===== src/rtl/cmos_capture.sv =====
// cmos_capture: CMOS sensor front end. Drops the first SKIP_FRAMES frames
// after reset, packs byte pairs into RGB565 pixels, clips each frame to
// H_ACTIVE x V_ACTIVE and presents the pixels on a one-entry valid/ready register.
// Latency: the second byte of a pair, sampled at edge N, shows as pix_valid after edge N+2.
// Backpressure: a new pixel that meets a held, unaccepted pixel is dropped and sets sticky ovf.
// Ports:
//   CLK, RST                     pixel clock, synchronous active-high reset
//   cmos_vsyn/href/data          raw sensor pins (vsyn high = vertical blank)
//   pix_data/valid/ready         RGB565 pixel stream, first byte of a pair = [15:8]
//   pix_sof / pix_eol            pixel markers for x=0,y=0 and x=H_ACTIVE-1
//   frame_done, frame_cnt        end-of-captured-frame pulse and 8-bit wrapping counter
//   ovf, line_err                sticky: pixel lost to backpressure / odd byte count on a line
module cmos_capture #(
  parameter int H_ACTIVE    = 640,
  parameter int V_ACTIVE    = 480,
  parameter int SKIP_FRAMES = 10
) (
  input  logic        CLK,
  input  logic        RST,
  input  logic        cmos_vsyn,
  input  logic        cmos_href,
  input  logic [7:0]  cmos_data,
  output logic [15:0] pix_data,
  output logic        pix_valid,
  input  logic        pix_ready,
  output logic        pix_sof,
  output logic        pix_eol,
  output logic        frame_done,
  output logic [7:0]  frame_cnt,
  output logic        ovf,
  output logic        line_err
);

  localparam int XW = $clog2(H_ACTIVE + 1);
  localparam int YW = $clog2(V_ACTIVE + 1);
  localparam int SW = $clog2(SKIP_FRAMES + 2);

  localparam logic [XW-1:0] X_MAX  = XW'(H_ACTIVE);
  localparam logic [XW-1:0] X_LAST = XW'(H_ACTIVE - 1);
  localparam logic [YW-1:0] Y_MAX  = YW'(V_ACTIVE);
  localparam logic [SW-1:0] SKIP_N = SW'(SKIP_FRAMES);

  typedef enum logic [1:0] {
    ST_IDLE,
    ST_SKIP,
    ST_WAIT,
    ST_ACTIVE
  } state_t;

  // Input registers (d1) and the edge-detect history (d2).
  logic       vsyn_d1_q, vsyn_d2_q, href_d1_q, href_d2_q;
  logic [7:0] data_d1_q;

  state_t          state_q, state_d;
  logic [SW-1:0]   skip_q, skip_d;
  logic            phase_q, phase_d;
  logic [7:0]      hi_q, hi_d;
  logic [XW-1:0]   x_q, x_d;
  logic [YW-1:0]   y_q, y_d;

  // Formed-pixel stage between packing and the output register.
  logic            frm_vld_q, frm_vld_d;
  logic [15:0]     frm_dat_q, frm_dat_d;
  logic            frm_sof_q, frm_sof_d;
  logic            frm_eol_q, frm_eol_d;

  // Output register and status.
  logic            out_vld_q, out_vld_d;
  logic [15:0]     out_dat_q, out_dat_d;
  logic            out_sof_q, out_sof_d;
  logic            out_eol_q, out_eol_d;
  logic            done_q, done_d;
  logic [7:0]      fcnt_q, fcnt_d;
  logic            ovf_q, ovf_d;
  logic            lerr_q, lerr_d;

  logic vs_rise, vs_fall, hr_fall;

  assign vs_rise = vsyn_d1_q & ~vsyn_d2_q;
  assign vs_fall = ~vsyn_d1_q & vsyn_d2_q;
  assign hr_fall = ~href_d1_q & href_d2_q;

  // Frame FSM, byte packing and window bookkeeping.
  always_comb begin
    state_d   = state_q;
    skip_d    = skip_q;
    phase_d   = phase_q;
    hi_d      = hi_q;
    x_d       = x_q;
    y_d       = y_q;
    frm_vld_d = 1'b0;
    frm_dat_d = frm_dat_q;
    frm_sof_d = frm_sof_q;
    frm_eol_d = frm_eol_q;
    done_d    = 1'b0;
    fcnt_d    = fcnt_q;
    lerr_d    = lerr_q;

    case (state_q)
      ST_IDLE: begin
        // The first vsync edge only aligns us to a frame boundary; it is not counted.
        if (vs_rise) begin
          skip_d  = '0;
          state_d = (SKIP_FRAMES == 0) ? ST_WAIT : ST_SKIP;
        end
      end
      ST_SKIP: begin
        if (vs_rise) begin
          skip_d = skip_q + SW'(1);
          if (skip_q + SW'(1) == SKIP_N) state_d = ST_WAIT;
        end
      end
      ST_WAIT: begin
        if (vs_fall) begin
          state_d = ST_ACTIVE;
          x_d     = '0;
          y_d     = '0;
          phase_d = 1'b0;
        end
      end
      ST_ACTIVE: begin
        if (vs_rise) begin
          // Any partial line is abandoned at the frame boundary.
          state_d = ST_WAIT;
          done_d  = 1'b1;
          fcnt_d  = fcnt_q + 8'd1;
          phase_d = 1'b0;
        end else if (hr_fall) begin
          phase_d = 1'b0;
          if (phase_q) lerr_d = 1'b1;
          // A line that formed no pixel does not advance y.
          if (x_q != '0) begin
            x_d = '0;
            if (y_q < Y_MAX) y_d = y_q + YW'(1);
          end
        end else if (href_d1_q) begin
          if (!phase_q) begin
            hi_d    = data_d1_q;
            phase_d = 1'b1;
          end else begin
            phase_d   = 1'b0;
            frm_vld_d = (x_q < X_MAX) && (y_q < Y_MAX);
            frm_dat_d = {hi_q, data_d1_q};
            frm_sof_d = (x_q == '0) && (y_q == '0);
            frm_eol_d = (x_q == X_LAST);
            if (x_q < X_MAX) x_d = x_q + XW'(1);
          end
        end
      end
      default: state_d = ST_IDLE;
    endcase
  end

  // One-entry output register; it drains in any FSM state.
  always_comb begin
    out_vld_d = out_vld_q;
    out_dat_d = out_dat_q;
    out_sof_d = out_sof_q;
    out_eol_d = out_eol_q;
    ovf_d     = ovf_q;

    if (out_vld_q && pix_ready) out_vld_d = 1'b0;

    if (frm_vld_q) begin
      if (!out_vld_q || pix_ready) begin
        out_vld_d = 1'b1;
        out_dat_d = frm_dat_q;
        out_sof_d = frm_sof_q;
        out_eol_d = frm_eol_q;
      end else begin
        ovf_d = 1'b1;
      end
    end
  end

  always_ff @(posedge CLK) begin
    if (RST) begin
      vsyn_d1_q <= 1'b0;
      vsyn_d2_q <= 1'b0;
      href_d1_q <= 1'b0;
      href_d2_q <= 1'b0;
      data_d1_q <= '0;
      state_q   <= ST_IDLE;
      skip_q    <= '0;
      phase_q   <= 1'b0;
      hi_q      <= '0;
      x_q       <= '0;
      y_q       <= '0;
      frm_vld_q <= 1'b0;
      frm_dat_q <= '0;
      frm_sof_q <= 1'b0;
      frm_eol_q <= 1'b0;
      out_vld_q <= 1'b0;
      out_dat_q <= '0;
      out_sof_q <= 1'b0;
      out_eol_q <= 1'b0;
      done_q    <= 1'b0;
      fcnt_q    <= '0;
      ovf_q     <= 1'b0;
      lerr_q    <= 1'b0;
    end else begin
      vsyn_d1_q <= cmos_vsyn;
      vsyn_d2_q <= vsyn_d1_q;
      href_d1_q <= cmos_href;
      href_d2_q <= href_d1_q;
      data_d1_q <= cmos_data;
      state_q   <= state_d;
      skip_q    <= skip_d;
      phase_q   <= phase_d;
      hi_q      <= hi_d;
      x_q       <= x_d;
      y_q       <= y_d;
      frm_vld_q <= frm_vld_d;
      frm_dat_q <= frm_dat_d;
      frm_sof_q <= frm_sof_d;
      frm_eol_q <= frm_eol_d;
      out_vld_q <= out_vld_d;
      out_dat_q <= out_dat_d;
      out_sof_q <= out_sof_d;
      out_eol_q <= out_eol_d;
      done_q    <= done_d;
      fcnt_q    <= fcnt_d;
      ovf_q     <= ovf_d;
      lerr_q    <= lerr_d;
    end
  end

  assign pix_data   = out_dat_q;
  assign pix_valid  = out_vld_q;
  assign pix_sof    = out_vld_q & out_sof_q;
  assign pix_eol    = out_vld_q & out_eol_q;
  assign frame_done = done_q;
  assign frame_cnt  = fcnt_q;
  assign ovf        = ovf_q;
  assign line_err   = lerr_q;

endmodule


===== config.mk =====
export PLATFORM = sky130hd
export DESIGN_NAME = cmos_capture
export DESIGN_NICKNAME = d
export VERILOG_FILES = /design/src/rtl/cmos_capture.sv
export SDC_FILE = /design/constraint.sdc
export NUM_CORES = 1
export LEC_CHECK = 0
export CAP_MARGIN = 40
export CORE_UTILIZATION = 35
export CTS_CLUSTER_SIZE = 10
export DETAILED_ROUTE_END_ITERATION = 16
export PLACE_DENSITY = 0.55
export SYNTH_ARGS = -nofsm -noshare
export SYNTH_HDL_FRONTEND = slang
export SYNTH_SLANG_ARGS = --single-unit

===== constraint.sdc =====
create_clock -name CLK -period 4.6 [get_ports CLK]
set_input_delay 0.46 -clock CLK [delete_from_list [all_inputs] [get_ports CLK]]
set_output_delay 0.46 -clock CLK [all_outputs]
set_load 0.005 [all_outputs]

==> impl_metrics.ini, run 1 <==
[route]
wl_met1_microns = 4230
top_layer_used = met4
wl_met3_microns = 305
wl_met2_microns = 3300
vias = 3095
routed_wl_microns = 7960
dr.pass1.iters = 4
antenna_left = 0
viasPerCell = 4.90
drt_iter0_markers = 177
wl_per_cell_microns = 12.6
drc = 0

[flow_run]
maxCapViolCount = 0

[finish]
final_layout_size_suffix_gt1_frac = 0.0754
layout_commonest_cell = dfxtp_1
final_nets = 506
most-common-layout-cells = 95 x dfxtp_1, 82 x nand2_1, 54 x a21oi_1
syn2layout_area_growth_pct = 17.6
num-fill-cells = 1104
diodes = 0

[timing]
fin_setup_tns_ps = 0
hold_viol = 0
setup_viol = 0
rsz0062_at_grt = false
relSlewSlack = 0.375
layout_setup_ws_ps = 2220
fin_crit_sh = 0.517
drv_slew = 0
fin_skew_ps = 13.2
fmax_ghz = 0.420
finalCriticalPeriod_ps = 2380
worstMarginPinSlew_ps = 932

[critical_path]
cpLargestDelayFamily = compound AO/OA/AOI/OAI gates
crit_slowest_cell = o31ai_4
slowest_delay_ps = 510
worstSetupStartpointType = flop
crit_chain = inv_1 -> ha_1 -> or4b_4 -> o31ai_4 -> a211oi_1 -> a31o_2 -> a21oi_2
arrival_ps = 2680
critPathBufInv = 1
required_ps = 4900
crit_type = reg -> reg
cp-end-kind = flop
critPathMaxFanout = 11

[global_route]
grt_usage = 0.148
grt_start_max_net_pins = 82
grt_first_pass_wirelength_microns = 13500
gr-total-overflow = 0
antenna_found_initial = 0
grt_pass1_vias = 2838

[clocking]
clockBufferDepth = 2
cts_buffers = 9
clockRootBuffer = clkbuf_8
htreeDepth = 3
post_cts_buffers = 0
cts_tree = yes
cts_resized = 0
cts_hold_buf = 0
cts.sinks = 95
clk_latency_ps = 360
path_clk_slew_ps = 90

[power]
power.internal_mw = 1.11
p_sw_frac = 0.221
powerDensity_nw_per_um2 = 311
ir_worst_vdd_mv = 0.124
pwr-share-seq = 0.588
p_clk_frac = 0.384
p_comb_frac = 0.028
power_switching_mw = 0.315
p_leak_nw = 1.53

[placement]
place.gp.congestion = 0.763
dp_slack_ps = 2180
portBuffers = 42
dpl.hpwl_microns = 5490

[logic_synthesis]
synth-seq-cells = 95
ys_seq_area_frac = 0.487
synth_ff_type = dfxtp_1
synth_edf_count = 0
yosysWarningCount = 0
synth_fp_nets = 477
synth.cell_area_sq_um = 3900
postSynthCellCount = 457
synth.distinct_cells = 55
async_flop_share = 0
synth.avg_cell_area_sq_um = 8.54

[floorplan]
start_util = 0.360
core_sq_um = 10800
pin_count = 43
rows = 38
die_area_sq_um = 11600
die_w_microns = 108
die_h_microns = 108

[status]
outcome = completed

[min_path]
hp-class = reg -> reg
## path summary, 6_finish.rpt
| check | slack (ps) | end | depth (start not counted) | startpoint |
|---|---|---|---|---|
| setup / recovery | 2220 | x_q[4]$_SDFFE_PP0P_ | 7 | x_q[0]$_SDFFE_PP0P_ |
| hold / removal | 450 | pix_data[13]$_SDFFE_PP0P_ | 2 | frm_dat_q[13]$_SDFFE_PP0P_ |
| setup reg to reg | 2220 | x_q[4]$_SDFFE_PP0P_ | 7 | x_q[0]$_SDFFE_PP0P_ |
| hold reg to reg | 450 | pix_data[13]$_SDFFE_PP0P_ | 2 | frm_dat_q[13]$_SDFFE_PP0P_ |
## power by group through the flow
stage | sequential (mW) | clock, mW | combinational [mW]
final | 0.840 | 0.548 | 0.0403
after floorplan | 0.853 | 0 | 0.0333
after global placement | 0.859 | 0 | 0.0407
after detailed placement | 0.859 | 0 | 0.0411
after global routing | 0.842 | 0.599 | 0.0452
after CTS | 0.839 | 0.568 | 0.0411
## metal layers
layer	up-vias	global-route usage
met5	-	0
met4	0	0.0616
met3	11	0.0315
met2	49	0.216
met1	1434	0.209
li1	1601	-
## worst min-delay path: stages (launching register included)
cell     delay (ps)
dfxtp_1         320
nand2_1          60
a21oi_1          50
## kinds of logic after synthesis
logic type | count (synthesis) | share of synthesized area
mux | 3 | 0.00769
fa+ha+maj | 7 | 0.0224
compound gates | 94 | 0.146
flops | 95 | 0.487
buf+inv | 40 | 0.0458
simple gates | 201 | 0.252
xor+xnor | 17 | 0.0381
## through the flow
| stage | instances | instance area (sq um) | hold slack (ps) | total power [mW] | utilization |
|---|---|---|---|---|---|
| 6_report | 631 | 4590 | 452 | 1.43 | 0.423 |
| 5_1_grt | 631 | 4590 | 474 | 1.49 | 0.423 |
| 4_1_cts | 630 | 4580 | 455 | 1.45 | 0.422 |
| 3_5_place_dp | 614 | 4380 | 441 | 0.900 | 0.404 |
| 3_3_place_gp | 613 | 4370 | 443 | 0.899 | 0.403 |
| 2_1_floorplan | 457 | 3900 | 428 | 0.886 | - |
## layout make-up
class / instances / area (sq um) / area share
Inverter: 13 / 48.8 / 0.0106
Clock buffer: 11 / 141 / 0.0308
Tap cell: 140 / 175 / 0.0382
Multi-Input combinational cell: 322 / 1820 / 0.397
Clock inverter: 5 / 57.6 / 0.0125
Sequential cell: 95 / 1900 / 0.414
Timing Repair Buffer: 45 / 442 / 0.0962
## state kept, by name (all words and copies together), names as in the netlist, 2 cells and up
| signal | cells |
|---|---|
| data_d1_q | 8 |
| frame_cnt | 8 |
| frm_dat_q | 16 |
| hi_q | 8 |
| pix_data | 16 |
| skip_q | 4 |
| state_q | 2 |
| x_q | 10 |
| y_q | 9 |
## cell usage after synthesis, types with 2 or more instances
cell type / n / area (sq um)
xor2_1: 5 / 43.8
ha_1: 7 / 87.6
nor3_1: 6 / 30.0
or3_1: 3 / 18.8
nor3b_1: 3 / 22.5
a21o_1: 2 / 15.0
o21a_1: 3 / 22.5
and4_1: 2 / 17.5
nor2_1: 31 / 116
or2_2: 2 / 12.5
a21oi_1: 54 / 270
a31oi_1: 4 / 25.0
a21oi_2: 4 / 35.0
and2_1: 4 / 25.0
nand2_1: 82 / 308
a2111oi_0: 2 / 17.5
nand3_1: 19 / 95.1
xnor2_1: 12 / 105
buf_1: 2 / 7.51
buf_6: 2 / 22.5
nor2b_1: 19 / 119
nand2b_1: 4 / 25.0
mux2i_1: 3 / 30.0
inv_1: 13 / 48.8
a211oi_1: 2 / 15.0
nand4_1: 6 / 37.5
dfxtp_1: 95 / 1900
a31o_2: 2 / 17.5
nor4_1: 4 / 25.0
and3_1: 5 / 31.3
clkbuf_1: 19 / 71.3
o21ai_0: 12 / 60.1
buf_2: 2 / 10.0
Power figures use the tool's default switching activity.
==> inputs of run 2 (changes only) <==
==> constraint.sdc (replaced) <==
create_clock -name CLK -period 2.3 [get_ports CLK]
set_input_delay 0.23 -clock CLK [delete_from_list [all_inputs] [get_ports CLK]]
set_output_delay 0.23 -clock CLK [all_outputs]
set_load 0.005 [all_outputs]
==> run 2 against run 1 <==
Flip-flop and latch count did not move. Utilization up 0.53 points. Final area is 1.3% higher. Highest routed layer unchanged. Register-to-register slack got worse by 2100 ps. Critical path depth rose by 2. Worst hold slack worse by 220 ps. Clock skew decreased by 0.56 ps. Combinational power is 130% higher. Critical endpoint is now y_q[7]$_SDFFE_PP0P_. Global-route usage grew 0.051 points. Via count fell by 0.65%.
==> impl_metrics.ini, run 2 (synthesis results as in run 1) <==
[power]
p_leak_nw = 1.58
ir_worst_vdd_mv = 0.364
powerDensity_nw_per_um2 = 603

[timing]
drv_slew = 0
worstMarginPinSlew_ps = 628
fin_crit_sh = 0.934
fin_setup_tns_ps = 0
fin_skew_ps = 12.6
setup_viol = 0
finalCriticalPeriod_ps = 2150
fmax_ghz = 0.465
hold_viol = 0
rsz0062_at_grt = false
layout_setup_ws_ps = 151
relSlewSlack = 0.579

[floorplan]
start_util = 0.360
pin_count = 43
core_sq_um = 10800
die_h_microns = 108
rows = 38
die_w_microns = 108
die_area_sq_um = 11600

[route]
dr.pass1.iters = 4
vias = 3075
drc = 0
viasPerCell = 4.80
wl_per_cell_microns = 12.4
antenna_left = 0
routed_wl_microns = 7920
drt_iter0_markers = 129

[global_route]
gr-total-overflow = 0
grtUsageMet2 = 0.229
antenna_found_initial = 0
grt_start_max_net_pins = 48
use_met3 = 0.0430
grt_first_pass_wirelength_microns = 13600
busiest_layer = met2
grt_pass1_vias = 2898
use_met1 = 0.205
grt_usage = 0.148

[critical_path]
crit_chain = inv_1 -> ha_1 -> or4b_4 -> o31ai_4 -> buf_4 -> nor4_1 -> buf_4 -> and3_1 -> o21a_1
cp-end-kind = flop
timing.rr.start = x_q[1]$_SDFFE_PP0P_
r2r_setup_slack_ps = 150
cpLargestDelayFamily = simple AND/OR/NAND/NOR gates
worstSetupStartpointType = flop
crit_slowest_cell = or4b_4
critPathMaxFanout = 7
cpMostUsedCell = buf_4
arrival_ps = 2410
critPathBufInv = 3
required_ps = 2560
slowest_delay_ps = 470
crit_type = reg -> reg
cp-startpoint = x_q[1]$_SDFFE_PP0P_

[finish]
final_nets = 516
final_layout_size_suffix_gt1_frac = 0.0958
syn2layout_area_growth_pct = 19.0
layout_commonest_cell = dfxtp_1
diodes = 0
postLayoutCoreUtil = 0.429
most-common-layout-cells = 95 x dfxtp_1, 82 x nand2_1, 54 x a21oi_1

[clocking]
cts.sinks = 95
htreeDepth = 3
clockRootBuffer = clkbuf_8
clockBufferDepth = 2
cts_buffers = 9
clk_latency_ps = 360
post_cts_buffers = 0
cts_tree = yes
cts_resized = 0
cts_hold_buf = 0
path_clk_slew_ps = 90

[min_path]
hp-class = in -> reg
hp-start = RST

[status]
outcome = completed

[placement]
place.gp.congestion = 0.775
portBuffers = 42
dp_slack_ps = 106
dpl.hpwl_microns = 5620

[flow_run]
maxCapViolCount = 0
==> run 2: changes by cell type in the layout (fill, tap and decap cells not counted), sizes merged <==
cell,delta
clkbuf,-2
buf,+10
clkinvlp,-2
inv,+5
bufinv,-1
==> run 2: worst paths after layout <==
| check | to | cells past startpoint |
|---|---|---|
| min | href_d1_q$_SDFF_PP0_ | 2 |
| max reg2reg | y_q[7]$_SDFFE_PP0P_ | 9 |
| min reg2reg | frm_dat_q[11]$_SDFFE_PP0P_ | 2 |
| max | y_q[7]$_SDFFE_PP0P_ | 9 |
==> run 2: worst register-to-register path: stages, from the launching register on <==
cell and delay [ps]:
dfxtp_1 350, inv_1 60, ha_1 120, or4b_4 470, o31ai_4 330, buf_4 190, nor4_1 50, buf_4 160
and3_1 160, o21a_1 160
==> run 2: area by class of cell <==
class,count,area [sq um]
Fill cell,1116,6190
Sequential cell,95,1900
Multi-Input combinational cell,322,1820
Timing Repair Buffer,55,513
Tap cell,140,175
Clock buffer,9,124
Clock inverter,7,61.3
Inverter,13,48.8
==> run 2: per-stage QoR <==
stage | area (sq um) | hold WS, ps | power [mW] | std cells
3_3_place_gp | 4450 | 435 | 1.80 | 624
3_5_place_dp | 4460 | 441 | 1.81 | 625
2_1_floorplan | 3900 | 358 | 1.77 | 457
4_1_cts | 4650 | 224 | 2.85 | 641
5_1_grt | 4650 | 236 | 2.93 | 641
6_report | 4650 | 232 | 2.80 | 641
==> run 2: layer usage <==
layer,vias to the layer above,part of all wire
li1,1630,-
met2,48,0.42
met5,-,0
met1,1392,0.53
met4,0,0.0076
met3,5,0.038
==> run 2: power by group <==
group	leakage, nW	internal, mW	switching (mW)
combinational	0.719	0.0422	0.0490
clock	0.0945	0.418	0.617
sequential	0.768	1.66	0.0159
total	1.58	2.12	0.682
==> RTL change: new RTL, settings of run 2 <==
Reset style: asynchronous (`RST`), changed in one clocked block. Comments in the files are not updated.
--- a/src/rtl/cmos_capture.sv
+++ b/src/rtl/cmos_capture.sv
@@ -175,3 +175,3 @@
 
-  always_ff @(posedge CLK) begin
+  always_ff @(posedge CLK or posedge RST) begin
     if (RST) begin
Formal check against the unedited RTL: same outputs for any inputs over 10 cycles, from zero or initial values and one cycle with RST high; that may be too few to reach the edited logic, so the function may still have changed.
==> RTL change against run 2 <==
- area after synthesis is 2.3% higher
- sequential cell count stayed put
- core utilization is 1.9 points higher
- worst hold slack better by 0.075 ns
- wire length down 7.0%
- worst setup slack improved by 0.12 ns
- clock skew is 0.0042 ns lower
- design area grew 5.8%
- largest cell class unchanged
Power is not compared: it rests on default switching activity, and its combinational part moved more than twofold at a synthesized area within 25%.
==> RTL change: results (changes against run 2) <==
Critical path
  • Slowest cell on crit path: or4_1
  • R2R depth: 7 (-2)
  • Crit-path max cell delay: 0.49 ns (+0.02 ns)
  • Critical path fanouts, max: 7 (unchanged)

Placed design
  • PortBufs: 42 (unchanged)
  • Placed Instances: 507 (-19%)
  • Final GP Congestion: 0.8656 (+12%)
  • Area after DPL: 4646 um^2 (+4.1%)
  • Setup WS pre-CTS: 0.2771 ns (+0.1711 ns)
  • DP Wirelength: 5.218 mm (-7.1%)

Pwr
  • PwrDens: 777.7 nW/um^2
  • Clock share of power: 0.360
  • Leakage power: 2.244 nW
  • Int Pwr: 2.816 mW
  • Sequential power: 1.97 mW
  • Peak VDD IR: 583.2 uV

Clock tree
  • Clock Latency Late Sink: 0.35 ns
  • H-tree depth: 3 (unchanged)
  • Clock-pin slew on the worst setup and hold paths: 0.07 ns (-0.02 ns)
  • Total CTS buffers: 9 (unchanged)
  • Post-CTS Resized: 0 (unchanged)
  • Setup bufs post-CTS: 0 (unchanged)
  • Clk root buf: clkbuf_16

Synth
  • Top FF cell, synth: dfrtp_1
  • Post-synthesis sequential area ratio: 0.5954 (+0.1082)
  • Ranking of synthesized cells by area: dfrtp_1, mux2_2, xnor2_1, nand2_1, ha_1
  • Yosys cell types: 42 (-24%)
  • Synthesized area per cell: 12.32 um^2 (+44%)
  • FFs w/ async S/R, synth: 1.000 (+1.000)
  • Syn nets: 344 (-28%)
  • Commonest cells post-synth: dfrtp_1, mux2_2, nand2_1, nor2_1, o21ai_0

Global routing
  • GRT met3 Usage: 0.04423 (+0.001254)
  • Met1 usage: 0.1822 (-0.02277)
  • Number of global-route vias before repair: 2519 (-13%)
  • Initial antenna violation count: 0 (unchanged)
  • Tot GR Track Use: 0.1379 (-0.01038)
  • Largest net degree at the start of global routing: 31 (-35%)
  • First-pass GRT wire length: 12.48 mm (-7.9%)
  • Grt ovf: 0 (unchanged)
  • Met2 Use GR: 0.2048 (-0.02415)

Detailed routing
  • Via/cell ratio: 5.042 (+5.1%)
  • DR iter-0 viols: 157 (+22%)
  • Vias: 2637 (-14%)
  • Routed len/inst: 14.09 um (+14%)

Layout
  • Final #Nets: 398 (-23%)
  • Fill cell count: 1035 (-7.3%)
  • Diode count: 0 (unchanged)
  • Layout cell share with drive strength beyond 1: 0.1958 (+0.1000)

Status
  • Outcome: complete, no violations

STA
  • Slew headroom: 0.5861 (+0.007560)
  • Clock skew: 0.008409 ns (-0.004190 ns)
  • Fmax achieved: 492.3 MHz (+5.8%)

Min path
  • Min-Delay Path Class: in2async
[RTL change: path summary, 6_finish.rpt]
path                                start           to  slack (ns)
worst min register to register  vsyn_d1_q    vsyn_d2_q        0.47
min in group CLK                cmos_vsyn    vsyn_d1_q        0.32
worst max register to register     x_q[0]       x_q[8]        0.27
max in group asynchronous             RST       x_q[1]        1.38
worst min-delay path                  RST  pix_data[0]        0.31
worst max-delay path               x_q[0]       x_q[8]        0.27
[RTL change: cell families (layout without fill, tap and decap cells)]
group,count (synthesis),count (layout),synth area share
adders and majority gates,7,7,0.02194
buffers and inverters,18,77,0.02005
and+or+nand+nor,100,100,0.1354
muxes,45,45,0.1266
DFF,95,95,0.5954
xor gates and xnor gates,12,12,0.02632
AOI/OAI and AO/OA,47,47,0.07427
[RTL change: final cells by class]
class	instances	area (um^2)	share of cell area
clock buffer	10	229.0	0.04655
clock inverter	6	43.79	0.008904
inverter	9	37.54	0.007632
multi-input combinational	211	1535	0.3121
sequential	95	2377	0.4833
tap	140	175.2	0.03561
timing repair buffer	52	520.5	0.1058
[RTL change: per-layer routing]
| layer | vias up | wire (um) |
|---|---|---|
| li1 | 1268 | - |
| met1 | 1309 | 3536 |
| met2 | 46 | 3383 |
| met3 | 14 | 295 |
| met4 | 0 | 152 |
| met5 | - | 0 |
[RTL change: critical path: cells and delay by family (launching register included)]
| kind | cells | cell delay (ns) |
|---|---|---|
| AO/OA/AOI/OAI | 3 | 0.64 |
| adder cells (fa/ha/maj) | 1 | 0.19 |
| buffers and inverters | 1 | 0.06 |
| flip-flops | 1 | 0.42 |
| AND/OR/NAND/NOR | 2 | 0.64 |
